==> config.mk <==
export PLATFORM = sky130hd
export DESIGN_NAME = key_decoder
export DESIGN_NICKNAME = d
export VERILOG_FILES = /design/src/rtl/key_decoder.sv
export SDC_FILE = /design/constraint.sdc
export NUM_CORES = 1
export LEC_CHECK = 0
export CAP_MARGIN = 30
export CELL_PAD_IN_SITES_DETAIL_PLACEMENT = 0
export CELL_PAD_IN_SITES_GLOBAL_PLACEMENT = 1
export CORE_ASPECT_RATIO = 1.4
export CORE_UTILIZATION = 42
export CTS_BUF_LIST = sky130_fd_sc_hd__clkbuf_4
export DETAILED_ROUTE_END_ITERATION = 10
export PLACE_DENSITY_LB_ADDON = 0.1
export SLEW_MARGIN = 20
export SYNTH_ARGS = -nofsm -noshare
export SYNTH_HDL_FRONTEND = slang
export SYNTH_SLANG_ARGS = --single-unit
==> constraint.sdc <==
create_clock -name clk_50m -period 5.2 [get_ports clk_50m]
set_input_delay 1.04 -clock clk_50m [delete_from_list [all_inputs] [get_ports clk_50m]]
set_output_delay 1.04 -clock clk_50m [all_outputs]
set_load 0.1 [all_outputs]
==> src/rtl/key_decoder.sv <==
// PS/2 keyboard receiver and scan-code decoder that maps make/break codes onto
// per-player 5-button held state. Define PS2_PARITY_CHECK_EN to reject odd-parity failures.

module ps2_filter #(
  parameter int FILTER_LEN = 8
) (
  input  logic clk,
  input  logic rst,
  input  logic din,
  output logic dout
);
  localparam int CW = $clog2(FILTER_LEN + 1);

  logic          sync1_q, sync2_q;
  logic          filt_q, filt_d;
  logic [CW-1:0] cnt_q, cnt_d;

  // The output follows the synchronised line only after FILTER_LEN cycles of disagreement.
  always_comb begin
    filt_d = filt_q;
    cnt_d  = '0;
    if (sync2_q != filt_q) begin
      if (cnt_q == CW'(FILTER_LEN - 1)) filt_d = sync2_q;
      else                              cnt_d  = cnt_q + 1'b1;
    end
  end

  always_ff @(posedge clk) begin
    if (rst) begin
      sync1_q <= 1'b1;
      sync2_q <= 1'b1;
      filt_q  <= 1'b1;
      cnt_q   <= '0;
    end else begin
      sync1_q <= din;
      sync2_q <= sync1_q;
      filt_q  <= filt_d;
      cnt_q   <= cnt_d;
    end
  end

  assign dout = filt_q;
endmodule

module key_decoder #(
  parameter int                          NUM_PLAYERS    = 2,
  parameter logic [NUM_PLAYERS*40-1:0]   KEYMAP         = 80'h5A_4B_3B_42_43_29_23_1C_1B_1D,
  parameter int                          FILTER_LEN     = 8,
  parameter int                          TIMEOUT_CYCLES = 100000
) (
  input  logic                       clk_50m,
  input  logic                       rst,
  input  logic                       kclk,
  input  logic                       kdata,
  output logic [NUM_PLAYERS*5-1:0]   player_btns,
  output logic                       key_valid,
  output logic [7:0]                 key_code,
  output logic                       key_break,
  output logic                       frame_err
);
  localparam int NB = NUM_PLAYERS * 5;
  localparam int TW = $clog2(TIMEOUT_CYCLES + 1);

  typedef enum logic [1:0] {S_IDLE, S_DATA, S_PARITY, S_STOP} state_t;

  logic kclk_f, kdata_f, fall;
  logic kclk_prev_q;

  state_t         state_q, state_d;
  logic [7:0]     shift_q, shift_d;
  logic [2:0]     bit_cnt_q, bit_cnt_d;
  logic [TW-1:0]  tmo_q, tmo_d;
  logic           byte_vld_q, byte_vld_d;
  logic [7:0]     byte_q, byte_d;
  logic           frame_err_q, frame_err_d;
  logic           stop_ok;
`ifdef PS2_PARITY_CHECK_EN
  logic           par_ok_q, par_ok_d;
`endif

  logic           break_pend_q, break_pend_d;
  logic           ext_pend_q, ext_pend_d;
  logic [NB-1:0]  btns_q, btns_d;
  logic           key_valid_q, key_valid_d;
  logic [7:0]     key_code_q, key_code_d;
  logic           key_break_q, key_break_d;

  ps2_filter #(.FILTER_LEN(FILTER_LEN)) u_clk_filt (
    .clk(clk_50m), .rst(rst), .din(kclk), .dout(kclk_f));
  ps2_filter #(.FILTER_LEN(FILTER_LEN)) u_dat_filt (
    .clk(clk_50m), .rst(rst), .din(kdata), .dout(kdata_f));

  assign fall = kclk_prev_q & ~kclk_f;

  // Receive FSM: a completed byte leaves here one cycle after the stop-bit edge.
  always_comb begin
    state_d     = state_q;
    shift_d     = shift_q;
    bit_cnt_d   = bit_cnt_q;
    byte_vld_d  = 1'b0;
    byte_d      = byte_q;
    frame_err_d = 1'b0;
    stop_ok     = 1'b0;
    tmo_d       = (state_q == S_IDLE || fall) ? '0 : tmo_q + 1'b1;
`ifdef PS2_PARITY_CHECK_EN
    par_ok_d    = par_ok_q;
`endif
    if (state_q != S_IDLE && !fall && tmo_q == TW'(TIMEOUT_CYCLES - 1)) begin
      state_d     = S_IDLE;
      frame_err_d = 1'b1;
      tmo_d       = '0;
    end else if (fall) begin
      case (state_q)
        S_IDLE: begin
          if (!kdata_f) begin
            state_d   = S_DATA;
            bit_cnt_d = '0;
          end else begin
            frame_err_d = 1'b1;
          end
        end
        S_DATA: begin
          shift_d   = {kdata_f, shift_q[7:1]};
          bit_cnt_d = bit_cnt_q + 1'b1;
          if (bit_cnt_q == 3'd7) state_d = S_PARITY;
        end
        S_PARITY: begin
`ifdef PS2_PARITY_CHECK_EN
          par_ok_d = ^{shift_q, kdata_f};
`endif
          state_d = S_STOP;
        end
        default: begin
          state_d = S_IDLE;
`ifdef PS2_PARITY_CHECK_EN
          stop_ok = kdata_f & par_ok_q;
`else
          stop_ok = kdata_f;
`endif
          if (stop_ok) begin
            byte_vld_d = 1'b1;
            byte_d     = shift_q;
          end else begin
            frame_err_d = 1'b1;
          end
        end
      endcase
    end
  end

  // Decoder stage: prefixes only arm flags, every other byte is reported.
  always_comb begin
    break_pend_d = break_pend_q;
    ext_pend_d   = ext_pend_q;
    btns_d       = btns_q;
    key_valid_d  = 1'b0;
    key_code_d   = key_code_q;
    key_break_d  = key_break_q;
    if (byte_vld_q) begin
      if (byte_q == 8'hF0) begin
        break_pend_d = 1'b1;
      end else if (byte_q == 8'hE0) begin
        ext_pend_d = 1'b1;
      end else begin
        key_valid_d  = 1'b1;
        key_code_d   = byte_q;
        key_break_d  = break_pend_q;
        break_pend_d = 1'b0;
        ext_pend_d   = 1'b0;
        if (!ext_pend_q) begin
          for (int i = 0; i < NB; i++)
            if (KEYMAP[i*8 +: 8] == byte_q) btns_d[i] = ~break_pend_q;
        end
      end
    end
  end

  always_ff @(posedge clk_50m) begin
    if (rst) begin
      kclk_prev_q  <= 1'b1;
      state_q      <= S_IDLE;
      shift_q      <= '0;
      bit_cnt_q    <= '0;
      tmo_q        <= '0;
      byte_vld_q   <= 1'b0;
      byte_q       <= '0;
      frame_err_q  <= 1'b0;
`ifdef PS2_PARITY_CHECK_EN
      par_ok_q     <= 1'b0;
`endif
      break_pend_q <= 1'b0;
      ext_pend_q   <= 1'b0;
      btns_q       <= '0;
      key_valid_q  <= 1'b0;
      key_code_q   <= '0;
      key_break_q  <= 1'b0;
    end else begin
      kclk_prev_q  <= kclk_f;
      state_q      <= state_d;
      shift_q      <= shift_d;
      bit_cnt_q    <= bit_cnt_d;
      tmo_q        <= tmo_d;
      byte_vld_q   <= byte_vld_d;
      byte_q       <= byte_d;
      frame_err_q  <= frame_err_d;
`ifdef PS2_PARITY_CHECK_EN
      par_ok_q     <= par_ok_d;
`endif
      break_pend_q <= break_pend_d;
      ext_pend_q   <= ext_pend_d;
      btns_q       <= btns_d;
      key_valid_q  <= key_valid_d;
      key_code_q   <= key_code_d;
      key_break_q  <= key_break_d;
    end
  end

  assign player_btns = btns_q;
  assign key_valid   = key_valid_q;
  assign key_code    = key_code_q;
  assign key_break   = key_break_q;
  assign frame_err   = frame_err_q;
endmodule

==> flow_metrics.py, run 1 <==
metrics = {
    "cells_and_area": {
        "drive_gt1_share_pct": 6.46,
        "finalNetCount": 366,
        "fin_cells": 454,
        "area_growth_pct": 12.4,
        "finish.utilization_pct": 48.6,
        "fill_cells": 774,
    },
    "synthesis": {
        "yosys_warnings": 0,
        "yosysTopAreaCellShare_pct": 48.8,
        "yosysSeqAreaShare_pct": 48.8,
        "postSynthAreaPerCell_um2": 9.43,
        "synth-seq-cells": 77,
        "syn_area_um2": 3160,
        "synthesis.instances": 335,
        "synth_nets": 349,
        "synth_cell_types": 45,
        "synth_top_area_cell": "dfxtp_1",
        "synth.area.top_cells": "dfxtp_1 49%, ha_1 4.0%, xor2_1 3.9%",
    },
    "worst_setup_path": {
        "crit_required_ns": 4.16,
        "rr_startpoint": "tmo_q[0]",
        "critical_path.top_delay_family": "buffers and inverters",
        "path_cells": "clkdlybuf4s50_1",
        "critPathCaptureType": "primary output",
        "max_stage_delay_ns": 1.14,
        "worstPathBufferInverterCount": 1,
        "worstSetupStartpoint": "key_code[2]",
        "crit_arrival_ns": 1.92,
        "path_class": "reg2out",
        "critPathMaxFanout": 2,
        "critPathSlowestCell": "clkdlybuf4s50_1",
        "startpoint_type": "flop",
    },
    "clock_network": {
        "worstSkewPairLatency_ns": 0.42,
        "numCtsBuffers": 9,
        "cts_sinks": 77,
        "cts_resized": 0,
        "post-cts-setup-buffers": 0,
        "cts_root_buf": "clkbuf_4",
        "clockBufferDepth": 2,
        "cts_hold_buffers": 0,
        "cts_tree": "built",
        "h-tree-depth": 3,
        "clkSlewWorstSetupHoldPaths_ns": 0.11,
    },
    "sta": {
        "fin_skew_ns": 0.0109,
        "finalCritPeriodShare_pct": 57.0,
        "setup_viol": 0,
        "fmax_mhz": 337,
        "rsz0062_at_grt": "false",
        "worst_slack_ns": 2.24,
        "relSlewSlack_pct": 34.6,
        "tightest_slew_ns": 0.978,
        "hold_viol": 0,
        "fin_setup_tns_ns": 0,
        "drv_slew": 0,
        "fin_crit_ns": 2.96,
    },
    "placement": {
        "dp_slack_ns": 2.46,
        "io_buffers": 24,
        "place_congestion": 0.746,
        "placed_cells": 438,
        "dpl.hpwl_mm": 4.01,
    },
    "power": {
        "p_sw_mw": 0.198,
        "ir_worst_vdd_v": 0.000127,
        "intPower_mw": 0.698,
        "p_sw_share_pct": 22.1,
        "power_leakage_nw": 1.25,
        "p_per_area_nw_per_um2": 252,
        "seqPwrFrac_pct": 66.1,
        "p_clk_share_pct": 32.4,
        "comb_power_share_pct": 1.5,
    },
    "global_route": {
        "track_usage_pct": 17.4,
        "grt_overflow_total": 0,
        "grt_pass1_wl_mm": 10.5,
        "grt_max_degree": 48,
        "antenna_found_initial": 1,
        "grt_pass1_vias": 2330,
    },
    "route": {
        "first_iter_violations": 99,
        "routed-via-count": 2344,
        "ant_nets": 0,
        "dr.pass1.iters": 4,
        "routed_wl_mm": 5.91,
        "wire_per_inst_um": 13.0,
        "drc": 0,
        "viasPerCell": 5.16,
    },
    "die": {
        "coreArea_um2": 7310,
        "die_h_um": 105,
        "ios": 25,
        "num_rows": 37,
        "die-area_um2": 7880,
        "start_util_pct": 43.2,
        "die-width_um": 75.3,
    },
    "outcome": {
        "status": "complete, no violations",
    },
    "run": {
        "drv_cap": 0,
    },
    "hold_path": {
        "hp-class": "reg2reg",
        "worstHoldStart": "u_clk_filt.sync1_q",
    },
}
==> cell families after synthesis <==
family / count (synthesis) / share of synthesized area, %
multiplexers: 11 / 3.48
buffers and inverters: 24 / 3.21
adder cells (fa/ha/maj): 10 / 3.96
XOR/XNOR: 19 / 5.27
AO/OA/AOI/OAI: 45 / 9.03
flip-flops: 77 / 48.8
AND/OR/NAND/NOR: 149 / 26.3
==> synth_stat cells <==
| cell | count |
|---|---|
| dfxtp_1 | 77 |
| nand2_1 | 32 |
| nor2_1 | 31 |
| a21oi_1 | 23 |
| nand3_1 | 18 |
| xor2_1 | 14 |
| clkbuf_1 | 12 |
| mux2i_1 | 11 |
| ha_1 | 10 |
| a22o_1 | 9 |
| nand4_1 | 8 |
| buf_2 | 6 |
| nand2b_1 | 6 |
| nand3b_1 | 6 |
| nor3_1 | 6 |
| or2_2 | 6 |
| and4_1 | 5 |
| nor2b_1 | 5 |
| or3_1 | 5 |
| xnor2_1 | 5 |
| inv_1 | 4 |
| a311oi_1 | 3 |
| and3_1 | 3 |
| o21ai_0 | 3 |
| a22oi_1 | 2 |
| and2b_1 | 2 |
| and4b_1 | 2 |
| nand4bb_1 | 2 |
| nor4b_1 | 2 |
| nor4bb_1 | 2 |
| a211o_1 | 1 |
| a211oi_1 | 1 |
| a31oi_1 | 1 |
| and2_1 | 1 |
| and3b_1 | 1 |
| buf_1 | 1 |
| buf_4 | 1 |
| nor3b_1 | 1 |
| nor3b_2 | 1 |
| nor3b_4 | 1 |
| nor4_1 | 1 |
| o21a_1 | 1 |
| o21ai_1 | 1 |
| or4b_1 | 1 |
| or4b_4 | 1 |
==> routing by layer <==
layer	global-route usage, %	part of all wire, %
met2	27.2	49
met5	0	0
met3	2.89	2.4
met1	21.6	46
met4	10.7	2.8
==> power groups by stage <==
stage          combinational (mW)  sequential [mW]  clock [mW]
6_report                   0.0132            0.592       0.291
5_1_grt                    0.0152            0.593       0.328
4_1_cts                    0.0137            0.592       0.305
3_5_place_dp               0.0137            0.606           0
3_3_place_gp               0.0137            0.606           0
2_1_floorplan             0.00975            0.606           0
==> path summary, 6_finish.rpt <==
| kind | to | slack (ns) | cells past startpoint |
|---|---|---|---|
| hold / removal | u_clk_filt.sync2_q | 0.42 | 1 |
| setup / recovery | key_code[2] | 2.24 | 1 |
| hold reg to reg | u_clk_filt.sync2_q | 0.42 | 1 |
| setup reg to reg | tmo_q[9] | 3.28 | 5 |
==> state kept, by name, indices dropped and copies added, names as in the netlist, 2 cells and up <==
signal / cells
bit_cnt_q: 3
byte_q: 8
key_code: 8
player_btns: 10
shift_q: 8
state_q: 2
tmo_q: 17
u_clk_filt.cnt_q: 4
u_dat_filt.cnt_q: 4
==> layout make-up <==
class	instances	area (µm²)	share of cell area (%)
flip-flops and latches	77	1540	43.4
multi-input cells	234	1520	42.7
repair buffers	26	255	7.19
well taps	97	121	3.42
clock buffers	11	82.6	2.32
clock inverters	4	16.3	0.458
inverters	4	15.0	0.423
diodes	1	2.50	0.0704
==> cells in the final DEF, fill, tap and decap left out, types with 4 or more instances in the layout <==
| cell | n |
|---|---|
| a21oi_1 | 23 |
| a22o_1 | 9 |
| and4_1 | 5 |
| clkbuf_4 | 11 |
| clkdlybuf4s50_1 | 24 |
| dfxtp_1 | 77 |
| ha_1 | 10 |
| inv_1 | 4 |
| mux2i_1 | 11 |
| nand2_1 | 32 |
| nand2b_1 | 6 |
| nand3_1 | 18 |
| nand3b_1 | 6 |
| nand4_1 | 8 |
| nor2_1 | 31 |
| nor2b_1 | 5 |
| nor3_1 | 6 |
| or2_2 | 6 |
| or3_1 | 5 |
| xnor2_1 | 5 |
| xor2_1 | 14 |
==> metrics by stage <==
step                hold slack, ns  instance area (µm²)  total power, mW
global route                 0.455                 3550            0.936
CTS                          0.425                 3550            0.911
finish                       0.421                 3550            0.896
detailed placement           0.401                 3450            0.619
floorplan                    0.389                 3160            0.615
global placement             0.401                 3450            0.619
(Power assumes the default switching activity.)
==> inputs of run 2 (changes only) <==
==> constraint.sdc (replaced) <==
create_clock -name clk_50m -period 2.65 [get_ports clk_50m]
set_input_delay 0.53 -clock clk_50m [delete_from_list [all_inputs] [get_ports clk_50m]]
set_output_delay 0.53 -clock clk_50m [all_outputs]
set_load 0.1 [all_outputs]
==> run 2 against run 1 <==
  * Via count decreased by 0.98%
  * Worst hold slack lost 0.0015 ns
  * Global-route usage decreased by 0.38 points
  * Sequential share of layout area grew 0.061 points
  * Combinational power increased by 120%
  * First-iteration DRC count decreased by 33%
  * Final cell count up 0.22%
  * Flip-flop and latch count is the same
  * Clock power rose by 130%
  * Clock-buffer cell count fell by 1
  * Total power up 110%
  * Clock skew fell by 0.0011 ns
  * Highest routed layer unchanged
==> flow_metrics.py, run 2 (synthesis gave the netlist of run 1 again) <==
metrics = {
    "placement": {
        "place_area_um2": 3420,
        "place_congestion": 0.719,
        "dpl.hpwl_mm": 3.96,
        "io_buffers": 24,
    },
    "worst_setup_path": {
        "crit_required_ns": 2.94,
        "critPathCaptureType": "flop",
        "reg2reg_to": "tmo_q[6]",
        "rr_startpoint": "tmo_q[0]",
        "path_class": "reg2reg",
        "startpoint_type": "flop",
        "rr_worst_depth": 5,
        "crit_arrival_ns": 2.21,
        "critPathMaxFanout": 16,
        "r2r_setup_slack_ns": 0.73,
    },
    "global_route": {
        "antenna_found_initial": 0,
        "grt_overflow_total": 0,
        "grt_pass1_wl_mm": 10.2,
        "track_usage_pct": 17.0,
        "grt_max_degree": 48,
        "grt_pass1_vias": 2245,
    },
    "power": {
        "power_leakage_nw": 1.32,
        "ir_worst_vdd_v": 0.000274,
        "p_sw_mw": 0.406,
        "comb_power_share_pct": 1.5,
        "p_per_area_nw_per_um2": 526,
        "p_sw_share_pct": 21.7,
        "intPower_mw": 1.46,
        "seqPwrFrac_pct": 62.3,
        "p_clk_share_pct": 36.2,
    },
    "clock_network": {
        "cts_tree": "built",
        "cts_root_buf": "clkbuf_4",
        "worstSkewPairLatency_ns": 0.42,
        "cts_sinks": 77,
        "h-tree-depth": 3,
        "post-cts-setup-buffers": 0,
        "cts_hold_buffers": 0,
        "clkSlewWorstSetupHoldPaths_ns": 0.12,
        "cts_resized": 0,
        "numCtsBuffers": 9,
        "clockBufferDepth": 2,
    },
    "sta": {
        "fin_skew_ns": 0.00980,
        "drv_slew": 0,
        "fmax_mhz": 522,
        "setup_viol": 0,
        "rsz0062_at_grt": "false",
        "finalCritPeriodShare_pct": 72.3,
        "fin_setup_tns_ns": 0,
        "hold_viol": 0,
        "fin_crit_ns": 1.92,
        "tightest_slew_ns": 0.630,
        "relSlewSlack_pct": 57.4,
    },
    "cells_and_area": {
        "finalNetCount": 367,
        "drive_gt1_share_pct": 12.8,
        "top_register": "tmo_q",
        "largest_reg_flops": 17,
        "stdcell_area_um2": 3550,
        "final_cell_mix": "77 x dfxtp_1, 32 x nand2_1, 31 x nor2_1",
        "layout_commonest_cell": "dfxtp_1",
        "n_antenna_cell": 0,
        "area_growth_pct": 12.2,
    },
    "die": {
        "coreArea_um2": 7310,
        "die-area_um2": 7880,
        "num_rows": 37,
        "die-width_um": 75.3,
        "start_util_pct": 43.2,
        "ios": 25,
        "die_h_um": 105,
    },
    "route": {
        "ant_nets": 0,
        "wire_per_inst_um": 12.8,
        "dr.pass1.iters": 4,
        "first_iter_violations": 66,
        "viasPerCell": 5.10,
        "drc": 0,
        "routed-via-count": 2321,
        "routed_wl_mm": 5.83,
    },
    "hold_path": {
        "hold_depth": 1,
        "hold_end": "u_dat_filt.sync2_q",
        "hp-class": "reg2reg",
        "worstHoldStart": "u_dat_filt.sync1_q",
    },
    "run": {
        "drv_cap": 0,
    },
    "outcome": {
        "status": "complete, no violations",
    },
}
## run 2: cell count changes in the layout (fill, tap and decap cells not counted), sizes merged
| cell | change |
|---|---|
| bufinv | +1 |
| clkbuf | -1 |
| clkinvlp | +1 |
| buf | +22 |
| clkdlybuf4s50 | -21 |
| diode | -1 |
## run 2: worst max-delay path: stages, from the launching register on
cell,delay [ns]
dfxtp_1,0.40
ha_1,0.22
and4_1,0.36
nand4_1,0.23
nand2_1,0.47
nor2_1,0.10
## run 2: worst max-delay path by stage
stage | startpoint | slack, ns | depth (start not counted) | end
after floorplan | state_q[0] | 1.01 | 7 | state_q[0]
after global placement | rst | 0.58 | 5 | tmo_q[15]
after detailed placement | rst | 0.50 | 5 | tmo_q[15]
after CTS | tmo_q[0] | 0.70 | 5 | tmo_q[14]
after global routing | tmo_q[0] | 0.54 | 5 | tmo_q[14]
final | tmo_q[0] | 0.73 | 5 | tmo_q[6]
## run 2: metal layers
metal / GRT usage [%] / wire length (µm) / vias to the layer above / share of wire [%]
met3: 2.99 / 155 / 13 / 2.7
li1: - / - / 1208 / -
met2: 25.8 / 2770 / 31 / 47
met4: 10.7 / 176 / 0 / 3.0
met5: 0 / 0 / - / 0
met1: 21.7 / 2730 / 1069 / 47
## run 2: final cells by class
type                    count  area (µm²)
multi-input cells         234        1520
well taps                  97         121
fillers                   757        3770
flip-flops and latches     77        1540
clock buffers              10        75.1
repair buffers             27         223
clock inverters             6        53.8
inverters                   4        15.0
## run 2: power groups by stage
stage	sequential (mW)	clock, mW	combinational (mW)
2_1_floorplan	1.19	0	0.0191
3_5_place_dp	1.19	0	0.0296
4_1_cts	1.16	0.711	0.0295
3_3_place_gp	1.19	0	0.0291
6_report	1.16	0.676	0.0289
5_1_grt	1.16	0.754	0.0322
## run 2: metrics by stage
step           utilization (%)  hold slack [ns]  worst slack (ns)  instances  total power [mW]
6_report                  48.5            0.420             0.733        455              1.87
5_1_grt                   48.5            0.436             0.542        455              1.95
4_1_cts                   48.5            0.424             0.698        455              1.90
3_5_place_dp              46.7            0.394             0.498        439              1.22
3_3_place_gp              46.7            0.393             0.578        439              1.22
2_1_floorplan                -            0.389              1.01        335              1.21
